`config.mk`:
```
export PLATFORM = sky130hd
export DESIGN_NAME = op_arbiter
export DESIGN_NICKNAME = d
export VERILOG_FILES = /design/src/rtl/op_pkg.sv /design/src/rtl/rr_arbiter.sv /design/src/rtl/op_arbiter.sv
export SDC_FILE = /design/constraint.sdc
export NUM_CORES = 1
export LEC_CHECK = 0
export CELL_PAD_IN_SITES_DETAIL_PLACEMENT = 0
export CELL_PAD_IN_SITES_GLOBAL_PLACEMENT = 2
export CORE_MARGIN = 3
export CORE_UTILIZATION = 28
export DETAILED_ROUTE_END_ITERATION = 10
export PLACE_DENSITY = 0.84
export SYNTH_ARGS = -nofsm -noshare
export SYNTH_HDL_FRONTEND = slang
export SYNTH_HIERARCHICAL = 1
export SYNTH_SLANG_ARGS = --single-unit
```
`constraint.sdc`:
```
create_clock -name clk -period 5.85 [get_ports clk]
set_input_delay 1.17 -clock clk [delete_from_list [all_inputs] [get_ports clk]]
set_output_delay 1.17 -clock clk [all_outputs]
set_load 0.03 [all_outputs]
```
`src/rtl/op_pkg.sv`:
```
// ---------------------------------------------------------------------------
// op_pkg
// Shared definitions for the opcode arbiter: the opcode values understood by
// the downstream decoder, the arbiter FSM state type and a legality check.
// No ports (package).
// ---------------------------------------------------------------------------
package op_pkg;

  localparam logic [3:0] OP_NOP  = 4'b0000;
  localparam logic [3:0] WRITE_A = 4'b0001;
  localparam logic [3:0] WRITE_B = 4'b0010;
  localparam logic [3:0] READ_C  = 4'b1011;

  typedef enum logic [1:0] {
    IDLE,
    ISSUE,
    HOLD
  } state_t;

  // Only these three opcodes are forwarded to the decoder; everything else
  // is consumed and counted as illegal.
  function automatic logic is_legal_op(input logic [3:0] op);
    return (op == WRITE_A) || (op == WRITE_B) || (op == READ_C);
  endfunction

endpackage

```
`src/rtl/rr_arbiter.sv`:
```
// ---------------------------------------------------------------------------
// rr_arbiter
// Purely combinational round-robin grant selection. Scans req_valid starting
// at rr_ptr and wrapping at NUM_REQ; the first valid requester wins.
// Ports:
//   req_valid   in   NUM_REQ          request valid per requester
//   rr_ptr      in   clog2(NUM_REQ)   highest-priority requester index
//   grant       out  NUM_REQ          one-hot grant (all zero if none valid)
//   grant_idx   out  clog2(NUM_REQ)   index of the granted requester
//   grant_valid out  1                some requester is valid
// ---------------------------------------------------------------------------
module rr_arbiter #(
  parameter int NUM_REQ = 4
) (
  input  logic [NUM_REQ-1:0]         req_valid,
  input  logic [$clog2(NUM_REQ)-1:0] rr_ptr,
  output logic [NUM_REQ-1:0]         grant,
  output logic [$clog2(NUM_REQ)-1:0] grant_idx,
  output logic                       grant_valid
);

  localparam int IW = $clog2(NUM_REQ);

  logic [IW:0]   sum;
  logic [IW-1:0] cand;

  // Candidate index is rr_ptr+k reduced modulo NUM_REQ with one conditional
  // subtract, which also covers NUM_REQ values that are not powers of two.
  always_comb begin
    grant_valid = 1'b0;
    grant_idx   = '0;
    grant       = '0;
    sum         = '0;
    cand        = '0;
    for (int k = 0; k < NUM_REQ; k++) begin
      sum = {1'b0, rr_ptr} + (IW+1)'(k);
      if (sum >= (IW+1)'(NUM_REQ)) begin
        sum = sum - (IW+1)'(NUM_REQ);
      end
      cand = sum[IW-1:0];
      if (!grant_valid && req_valid[cand]) begin
        grant_valid = 1'b1;
        grant_idx   = cand;
      end
    end
    if (grant_valid) begin
      grant[grant_idx] = 1'b1;
    end
  end

endmodule

```
`src/rtl/op_arbiter.sv`:
```
// ---------------------------------------------------------------------------
// op_arbiter
// Shares the decoder's single opcode port between NUM_REQ requesters with
// round-robin arbitration. Legal opcodes are issued as one-cycle op_valid
// pulses, READ_C keeps the port busy for READ_LAT further cycles, illegal
// opcodes are consumed, flagged and counted in a saturating counter.
// Ports:
//   clk        in   1                clock, rising edge
//   rst_n      in   1                synchronous active-low reset
//   req_valid  in   NUM_REQ          per-requester request valid
//   req_op     in   4*NUM_REQ        requester i opcode in [4i+3:4i]
//   req_ready  out  NUM_REQ          combinational accept, at most one hot
//   op_code    out  4                issued opcode, 0 when op_valid=0
//   op_valid   out  1                one-cycle issue strobe
//   op_id      out  clog2(NUM_REQ)   requester of current op_valid/illegal
//   illegal    out  1                one-cycle illegal-op pulse
//   busy       out  1                combinational, high while not accepting
//   err_cnt    out  ERR_W            saturating illegal-op count
// ---------------------------------------------------------------------------
module op_arbiter #(
  parameter int NUM_REQ  = 4,
  parameter int READ_LAT = 2,
  parameter int ERR_W    = 8
) (
  input  logic                       clk,
  input  logic                       rst_n,
  input  logic [NUM_REQ-1:0]         req_valid,
  input  logic [4*NUM_REQ-1:0]       req_op,
  output logic [NUM_REQ-1:0]         req_ready,
  output logic [3:0]                 op_code,
  output logic                       op_valid,
  output logic [$clog2(NUM_REQ)-1:0] op_id,
  output logic                       illegal,
  output logic                       busy,
  output logic [ERR_W-1:0]           err_cnt
);

  import op_pkg::*;

  localparam int IW = $clog2(NUM_REQ);
  localparam int HW = (READ_LAT > 0) ? $clog2(READ_LAT + 1) : 1;

  state_t        state;
  state_t        state_nxt;
  logic [HW-1:0] hold_cnt;
  logic [HW-1:0] hold_nxt;
  logic [IW-1:0] rr_ptr;

  logic [NUM_REQ-1:0] grant;
  logic [IW-1:0]      grant_idx;
  logic               grant_valid;
  logic [3:0]         sel_op;
  logic               read_issued;
  logic               accept_en;
  logic               xfer;

  rr_arbiter #(
    .NUM_REQ(NUM_REQ)
  ) u_rr (
    .req_valid  (req_valid),
    .rr_ptr     (rr_ptr),
    .grant      (grant),
    .grant_idx  (grant_idx),
    .grant_valid(grant_valid)
  );

  // The registered op_code tells us what was issued this cycle, so no extra
  // "last op was a read" flag is needed. Acceptance closes during the READ_C
  // issue cycle and all HOLD cycles except the last one.
  always_comb begin
    read_issued = (state == ISSUE) && op_valid && (op_code == READ_C);
    accept_en   = 1'b1;
    if ((READ_LAT > 0) && read_issued) begin
      accept_en = 1'b0;
    end
    if ((state == HOLD) && (hold_cnt > HW'(1))) begin
      accept_en = 1'b0;
    end
    sel_op    = req_op[{grant_idx, 2'b00} +: 4];
    xfer      = grant_valid && accept_en;
    req_ready = accept_en ? grant : '0;
    busy      = ~accept_en;
  end

  // Next-state logic. A transfer always leads to ISSUE; a READ_C issue with
  // nonzero latency enters HOLD with the full count; HOLD counts down and
  // drops to IDLE once its final cycle passes without a transfer.
  always_comb begin
    state_nxt = IDLE;
    hold_nxt  = '0;
    if (xfer) begin
      state_nxt = ISSUE;
    end else if ((READ_LAT > 0) && read_issued) begin
      state_nxt = HOLD;
      hold_nxt  = HW'(READ_LAT);
    end else if ((state == HOLD) && (hold_cnt > HW'(1))) begin
      state_nxt = HOLD;
      hold_nxt  = hold_cnt - HW'(1);
    end
  end

  // State, hold counter and round-robin pointer. The pointer only moves on a
  // real transfer, to the requester just after the winner.
  always_ff @(posedge clk) begin
    if (!rst_n) begin
      state    <= IDLE;
      hold_cnt <= '0;
      rr_ptr   <= '0;
    end else begin
      state    <= state_nxt;
      hold_cnt <= hold_nxt;
      if (xfer) begin
        rr_ptr <= (grant_idx == IW'(NUM_REQ - 1)) ? '0 : grant_idx + IW'(1);
      end
    end
  end

  // Registered issue outputs: strobes are cleared every cycle and only raised
  // for the transfer accepted at this edge. op_id holds its last value.
  always_ff @(posedge clk) begin
    if (!rst_n) begin
      op_code  <= OP_NOP;
      op_valid <= 1'b0;
      op_id    <= '0;
      illegal  <= 1'b0;
      err_cnt  <= '0;
    end else begin
      op_code  <= OP_NOP;
      op_valid <= 1'b0;
      illegal  <= 1'b0;
      if (xfer) begin
        op_id <= grant_idx;
        if (is_legal_op(sel_op)) begin
          op_valid <= 1'b1;
          op_code  <= sel_op;
        end else begin
          illegal <= 1'b1;
          if (err_cnt != '1) begin
            err_cnt <= err_cnt + ERR_W'(1);
          end
        end
      end
    end
  end

endmodule

```
Yosys cells after proc, flatten, opt, wreduce, memory -nomap -nowiden
Cells that the tools add are included.

storage, ports and cells
  bits in registers = 22
  bits in latches = 0
  bits in writable memories = 0
  memory bits (read-only) = 0
  input bits = 22
  output and inout bits = 21
  word-level logic and storage cells = 96
  memories = 0

operators by class
  add/sub/neg operators = 10
  $mul = 0
  divide/modulo/power cells = 0
  order comparisons = 11
  equal/unequal tests = 8
  shifts and indexed selects = 1
  mux-type cells = 34
  bitwise operators = 4
  reduce and logical (&&, ||, !) cells = 18

operators with widths
  kind                                                                           count
  2-bit two-way mux                                                              13
  16-bit by 5-bit variable part select with 4-bit output                         1
  2-bit by 3-bit less-than comparator with 1-bit output (second input constant)  5
  1-bit two-way mux                                                              14
  2-bit by 1-bit subtractor with 2-bit output (second input constant)            5
  3-bit >= comparator (second input constant)                                    3
  8-bit by 1-bit adder with 8-bit output (second input constant)                 1
  1-bit binary-select mux with 2-bit select                                      4
  4-bit == test (second input constant)                                          2
  1-bit logical AND                                                              8
  4-bit two-way mux                                                              2
  8-bit != test (second input constant)                                          1
  2-bit by 2-bit adder with 3-bit output (second input constant)                 2
  3-bit AND reduction                                                            2
  2-bit == test (second input constant)                                          2
  4-bit by 1-bit == test with 1-bit output (second input constant)               1
  4-bit by 2-bit == test with 1-bit output (second input constant)               1
  1-bit inverter                                                                 4
  4-bit OR reduction                                                             1
  2-bit by 1-bit adder with 3-bit output (second input constant)                 1
  2-bit by 3-bit >= comparator with 1-bit output (second input constant)         1
  1-bit logical NOT                                                              3
  2-bit by 1-bit adder with 2-bit output (second input constant)                 1
  1-bit demux with 2-bit select                                                  1
  6 further kinds                                                                7

Depth between registers and ports, before layout
  word-level depth = 20
  mapped depth = 11
  depth with buffers taken out = 8

Cells and area by module
Netlist, hierarchy kept.

modules (own cells, without submodules)
  module      instances  cells an instance  area an instance (um^2)
  op_arbiter  1          108                1051.0
  rr_arbiter  1          33                 211.5

Worst setup path before layout
No wires, ideal clock.

  path kind = input to register
  from = in req_valid[0]
  to = reg err_cnt[6]
  library setup time = 0.086 ns
  arrival = 3.597 ns
  data required time = 5.764 ns
  setup slack = 2.166 ns
  stages = 10
  path buffers = 2
  cells stage by stage = buf_2 > mux2i_1 > nor2_1 > a311oi_1 > buf_6 > mux4_2 > a21boi_0 > a211oi_2 > or4_1 > a221oi_2

on the way
  word-level cells in the longest chain between the ends = 18
  elaborated cells on any way between the ends = 31
  those cells by class = eq/ne (3); shift (1); mux (16); bitwise (1); reduce/logical (10)

RTL lines
  element                                                                                               RTL line           text
  start, declared                                                                                       op_arbiter.sv:27   input logic [NUM_REQ-1:0] req_valid,
  1-bit binary-select mux with 2-bit select                                                             rr_arbiter.sv:41   if (!grant_valid && req_valid[cand]) begin
  1-bit two-way mux (not written as such)                                                               rr_arbiter.sv:41
  1-bit two-way mux                                                                                     rr_arbiter.sv:41
  1-bit logical NOT                                                                                     rr_arbiter.sv:41
  1-bit logical AND                                                                                     rr_arbiter.sv:41
  1-bit two-way mux                                                                                     rr_arbiter.sv:41
  1-bit logical NOT                                                                                     rr_arbiter.sv:41
  1-bit logical AND                                                                                     rr_arbiter.sv:41
  [... 3 more ...]                                                                                      --
  2-bit two-way mux (*)                                                                                 rr_arbiter.sv:41
  net grant_idx[0]                                                                                      op_arbiter.sv:50   logic [IW-1:0] grant_idx;
  16-bit by 5-bit variable part select with 4-bit output (*)                                            op_arbiter.sv:79   sel_op = req_op[{grant_idx, 2'b00} +: 4];
  4-bit by 1-bit == test with 1-bit output or 4-bit by 2-bit == test with 1-bit output (tied branches)  op_pkg.sv:23       return (op == WRITE_A) || (op == WRITE_B) || (op == READ_C);
  1-bit logical OR                                                                                      op_pkg.sv:23
  1-bit logical OR (*)                                                                                  op_pkg.sv:23
  1-bit inverter (no line) (*)                                                                          --
  3-bit AND reduction (no line) (*)                                                                     --
  end signal, assigned                                                                                  op_arbiter.sv:139  err_cnt <= err_cnt + ERR_W'(1);
  end, declared                                                                                         op_arbiter.sv:35   output logic [ERR_W-1:0] err_cnt

The timed path passes the listed nets; every way through them passes the cells marked *. The select of a mux whose other input is x is not followed.
A chain may end at the register's enable or synchronous reset.

Worst setup path in the final report
  from = in req_valid[2]
  to = out req_ready[0]

on the way
  word-level cells in the longest chain between the ends = 18
  elaborated cells on any way between the ends = 29
  those cells by class = order compare (2); mux (20); reduce/logical (7)

RTL lines
  element                                                                                                                                        RTL line          text
  1-bit binary-select mux with 2-bit select                                                                                                      rr_arbiter.sv:41
  1-bit two-way mux (not written as such)                                                                                                        rr_arbiter.sv:41
  1-bit two-way mux                                                                                                                              rr_arbiter.sv:41
  1-bit logical NOT                                                                                                                              rr_arbiter.sv:41
  1-bit logical AND                                                                                                                              rr_arbiter.sv:41
  1-bit two-way mux                                                                                                                              rr_arbiter.sv:41
  1-bit logical NOT                                                                                                                              rr_arbiter.sv:41
  1-bit logical AND                                                                                                                              rr_arbiter.sv:41
  [... 3 more ...]                                                                                                                               --
  2-bit two-way mux                                                                                                                              rr_arbiter.sv:41
  2-bit by 3-bit less-than comparator with 1-bit output (not written as such) or 2-bit by 1-bit >= comparator with 1-bit output (tied branches)  rr_arbiter.sv:47  grant[grant_idx] = 1'b1;
  1-bit logical AND (not written as such)                                                                                                        rr_arbiter.sv:47
  1-bit two-way mux (not written as such)                                                                                                        rr_arbiter.sv:47
  1-bit demux with 2-bit select                                                                                                                  --
  4-bit two-way mux (*)                                                                                                                          rr_arbiter.sv:46  if (grant_valid) begin
  net grant[0]                                                                                                                                   op_arbiter.sv:49  logic [NUM_REQ-1:0] grant;
  4-bit two-way mux (*)                                                                                                                          op_arbiter.sv:81  req_ready = accept_en ? grant : '0;
  end, declared                                                                                                                                  op_arbiter.sv:29  output logic [NUM_REQ-1:0] req_ready,

Marked as above.

==> results.cfg <==
[global_routing]
antenna_found_initial = 0
grt_max_degree = 20
grt_pass1_wl_um = 5240
grt.overflow.total = 0
grt_pass1_vias = 1149
grt_usage_pct = 12.3

[worst_setup_path]
cp.arrival_ns = 3.05
critical_path.most_common_cell = clkdlybuf4s50_1
path_cells = clkdlybuf4s50_1, o2bb2ai_1, a22o_1, and2_1, and3_1, clkdlybuf4s50_1
path_class = in2out
startpoint_type = input port
cp-end-kind = output pin
worstPathRequired_ns = 4.68
path_max_fanout = 10
crit_slowest_cell = clkdlybuf4s50_1
cpPeakStageDelay_ns = 0.65

[clock_network]
cts-resized-gates = 0
cts.sinks = 22
clock_latency_ns = 0.25
numCtsBuffers = 3
path_clk_slew_ns = 0.07
cts.htree.levels = 1
cts_tree = built
hold_buffers = 0
cts-root-buf = clkbuf_8
cts_setup_buffers = 0
clockBufferDepth = 2

[timing]
fin_ws_ns = 1.63
maxSlewHeadroom_pct = 45.8
fin_skew_ns = 0.00133
finalCriticalPeriod_ns = 4.22
final-hold-violation-count = 0
fmax_mhz = 237
slew_viol_final = 0
hold_slack_ns = 0.437
min_period_over_period_pct = 72.1
tightestPinTransition_ns = 0.811
finalSetupViolCount = 0
tns_ns = 0
rsz0062_at_grt = no

[route]
wirelength_um = 3110
drc = 0
vias = 1153
dr.pass1.iters = 4
drtIter0Drc = 48
viasPerCell = 5.03
ant_nets = 0
routedWlPerCell_um = 13.6

[layout]
nets = 206
final_common_cell = clkdlybuf4s50_1
drive_gt1_share_pct = 8.38
nFillCells = 409
n_antenna_cell = 0
fin_util_pct = 41.7
final_cell_mix = 42 x clkdlybuf4s50_1, 22 x dfxtp_1, 12 x a21oi_1, 11 x nor2_1, 10 x inv_1
synthToLayoutAreaGrowth_pct = 38.0

[power_and_ir_drop]
intPower_uw = 299
p_comb_share_pct = 39.8
p_per_area_mw_per_mm2 = 260
p_total_uw = 453
switchingPower_uw = 154
p_leak_nw = 0.659
vdd_drop_max_mv = 0.110
seqPwrFrac_pct = 40.0
p_sw_share_pct = 34.0
p_clk_share_pct = 20.2

[place]
place_ws_ns = 1.45
gp_congestion = 0.768
numPortBuffers = 42
dp_hpwl_um = 2410

[floorplanning]
die_w_um = 73.1
rows = 23
io_pins = 43
start_util_pct = 30.3
core_mm2 = 0.00417
die_area_mm2 = 0.00535
die_h_um = 73.1

[synth]
ys_seq_area_share_pct = 34.9
synth.avg_cell_area_um2 = 8.95
ys.flop_type = dfxtp_1
synth_edf_count = 0
synthArstFlopShare_pct = 0
yosysWarnings = 6
syn_nets = 166
synth_cell_types = 41
synth_cells = 141
synth-seq-cells = 22
syn_area_mm2 = 0.00126

[min_path]
hp-class = reg2reg

[run_status]
status = finished, final reports clean

[job]
cap_violations = 0
stage by stage:
| step | instance area (µm²) | std cells |
|---|---|---|
| floorplan | 1260 | 141 |
| global placement | 1700 | 226 |
| detailed placement | 1700 | 226 |
| CTS | 1740 | 229 |
| global route | 1740 | 229 |
| finish | 1740 | 229 |
critical path, delay by kind of cell:
family / cells / cell delay (ns)
AOI/OAI and AO/OA: 2 / 0.35
buffers and inverters: 2 / 1.23
and+or+nand+nor: 2 / 0.28
flip-flops by register name, indices dropped and copies added, names as in the netlist:
name and flops:
err_cnt 8, op_code 4, hold_cnt 2, op_id 2, rr_ptr 2, state 2, illegal 1, op_valid 1
cells by family after synthesis:
group	Yosys count	share of synthesized area, %
XOR/XNOR	1	0.694
AND/OR/NAND/NOR	52	22.9
multiplexers	9	11.1
flip-flops	22	34.9
other	1	0.297
buffers and inverters	19	7.73
AO/OA/AOI/OAI	34	19.4
adder cells (fa/ha/maj)	3	2.97
cell usage after synthesis, types with 2 or more instances:
cell / instances / area [µm²]
a21boi_0: 2 / 15.0
a21oi_1: 12 / 60.1
and2_1: 4 / 25.0
and3_1: 7 / 43.8
buf_2: 2 / 10.0
buf_6: 3 / 33.8
clkbuf_1: 3 / 11.3
dfxtp_1: 22 / 440
ha_1: 3 / 37.5
inv_1: 10 / 37.5
mux2i_1: 5 / 50.1
mux4_2: 4 / 90.1
nand2_1: 7 / 26.3
nand2b_1: 3 / 18.8
nand3_1: 3 / 15.0
nor2_1: 11 / 41.3
nor3_1: 4 / 20.0
nor4_1: 2 / 12.5
o21ai_0: 4 / 20.0
o21ai_1: 2 / 10.0
o221a_2: 2 / 22.5
o31ai_1: 3 / 22.5
or3_1: 2 / 12.5
or4_1: 4 / 30.0
power groups by stage:
stage | logic (mW) | registers, mW | clock network [mW]
after floorplan | 0.101 | 0.203 | 0
after global placement | 0.178 | 0.184 | 0
after detailed placement | 0.182 | 0.185 | 0
after CTS | 0.182 | 0.181 | 0.0977
after global routing | 0.197 | 0.184 | 0.102
final | 0.180 | 0.181 | 0.0913
layout make-up:
type	instances	area, µm²	share of cell area [%]
Multi-Input combinational cell	100	724	41.6
Inverter	10	37.5	2.16
Timing Repair Buffer	44	435	25.0
Tap cell	50	62.6	3.59
Clock buffer	3	41.3	2.37
Sequential cell	22	440	25.3
metal layers:
| layer | vias up | wire length (µm) | global-route usage (%) |
|---|---|---|---|
| li1 | 591 | - | - |
| met1 | 531 | 1470 | 15.4 |
| met2 | 29 | 1490 | 21.4 |
| met5 | - | 0 | 0 |
| met4 | 0 | 25 | 2.46 |
| met3 | 2 | 132 | 3.03 |
worst paths after layout:
path	cells past startpoint	start	to	slack, ns
worst max register to register	10	rr_ptr[1]	err_cnt[6]	2.62
worst min register to register	1	hold_cnt[0]	hold_cnt[0]	0.44
worst min-delay path	1	hold_cnt[0]	hold_cnt[0]	0.44
worst max-delay path	6	req_valid[2]	req_ready[0]	1.63
(Power assumes the default switching activity.)
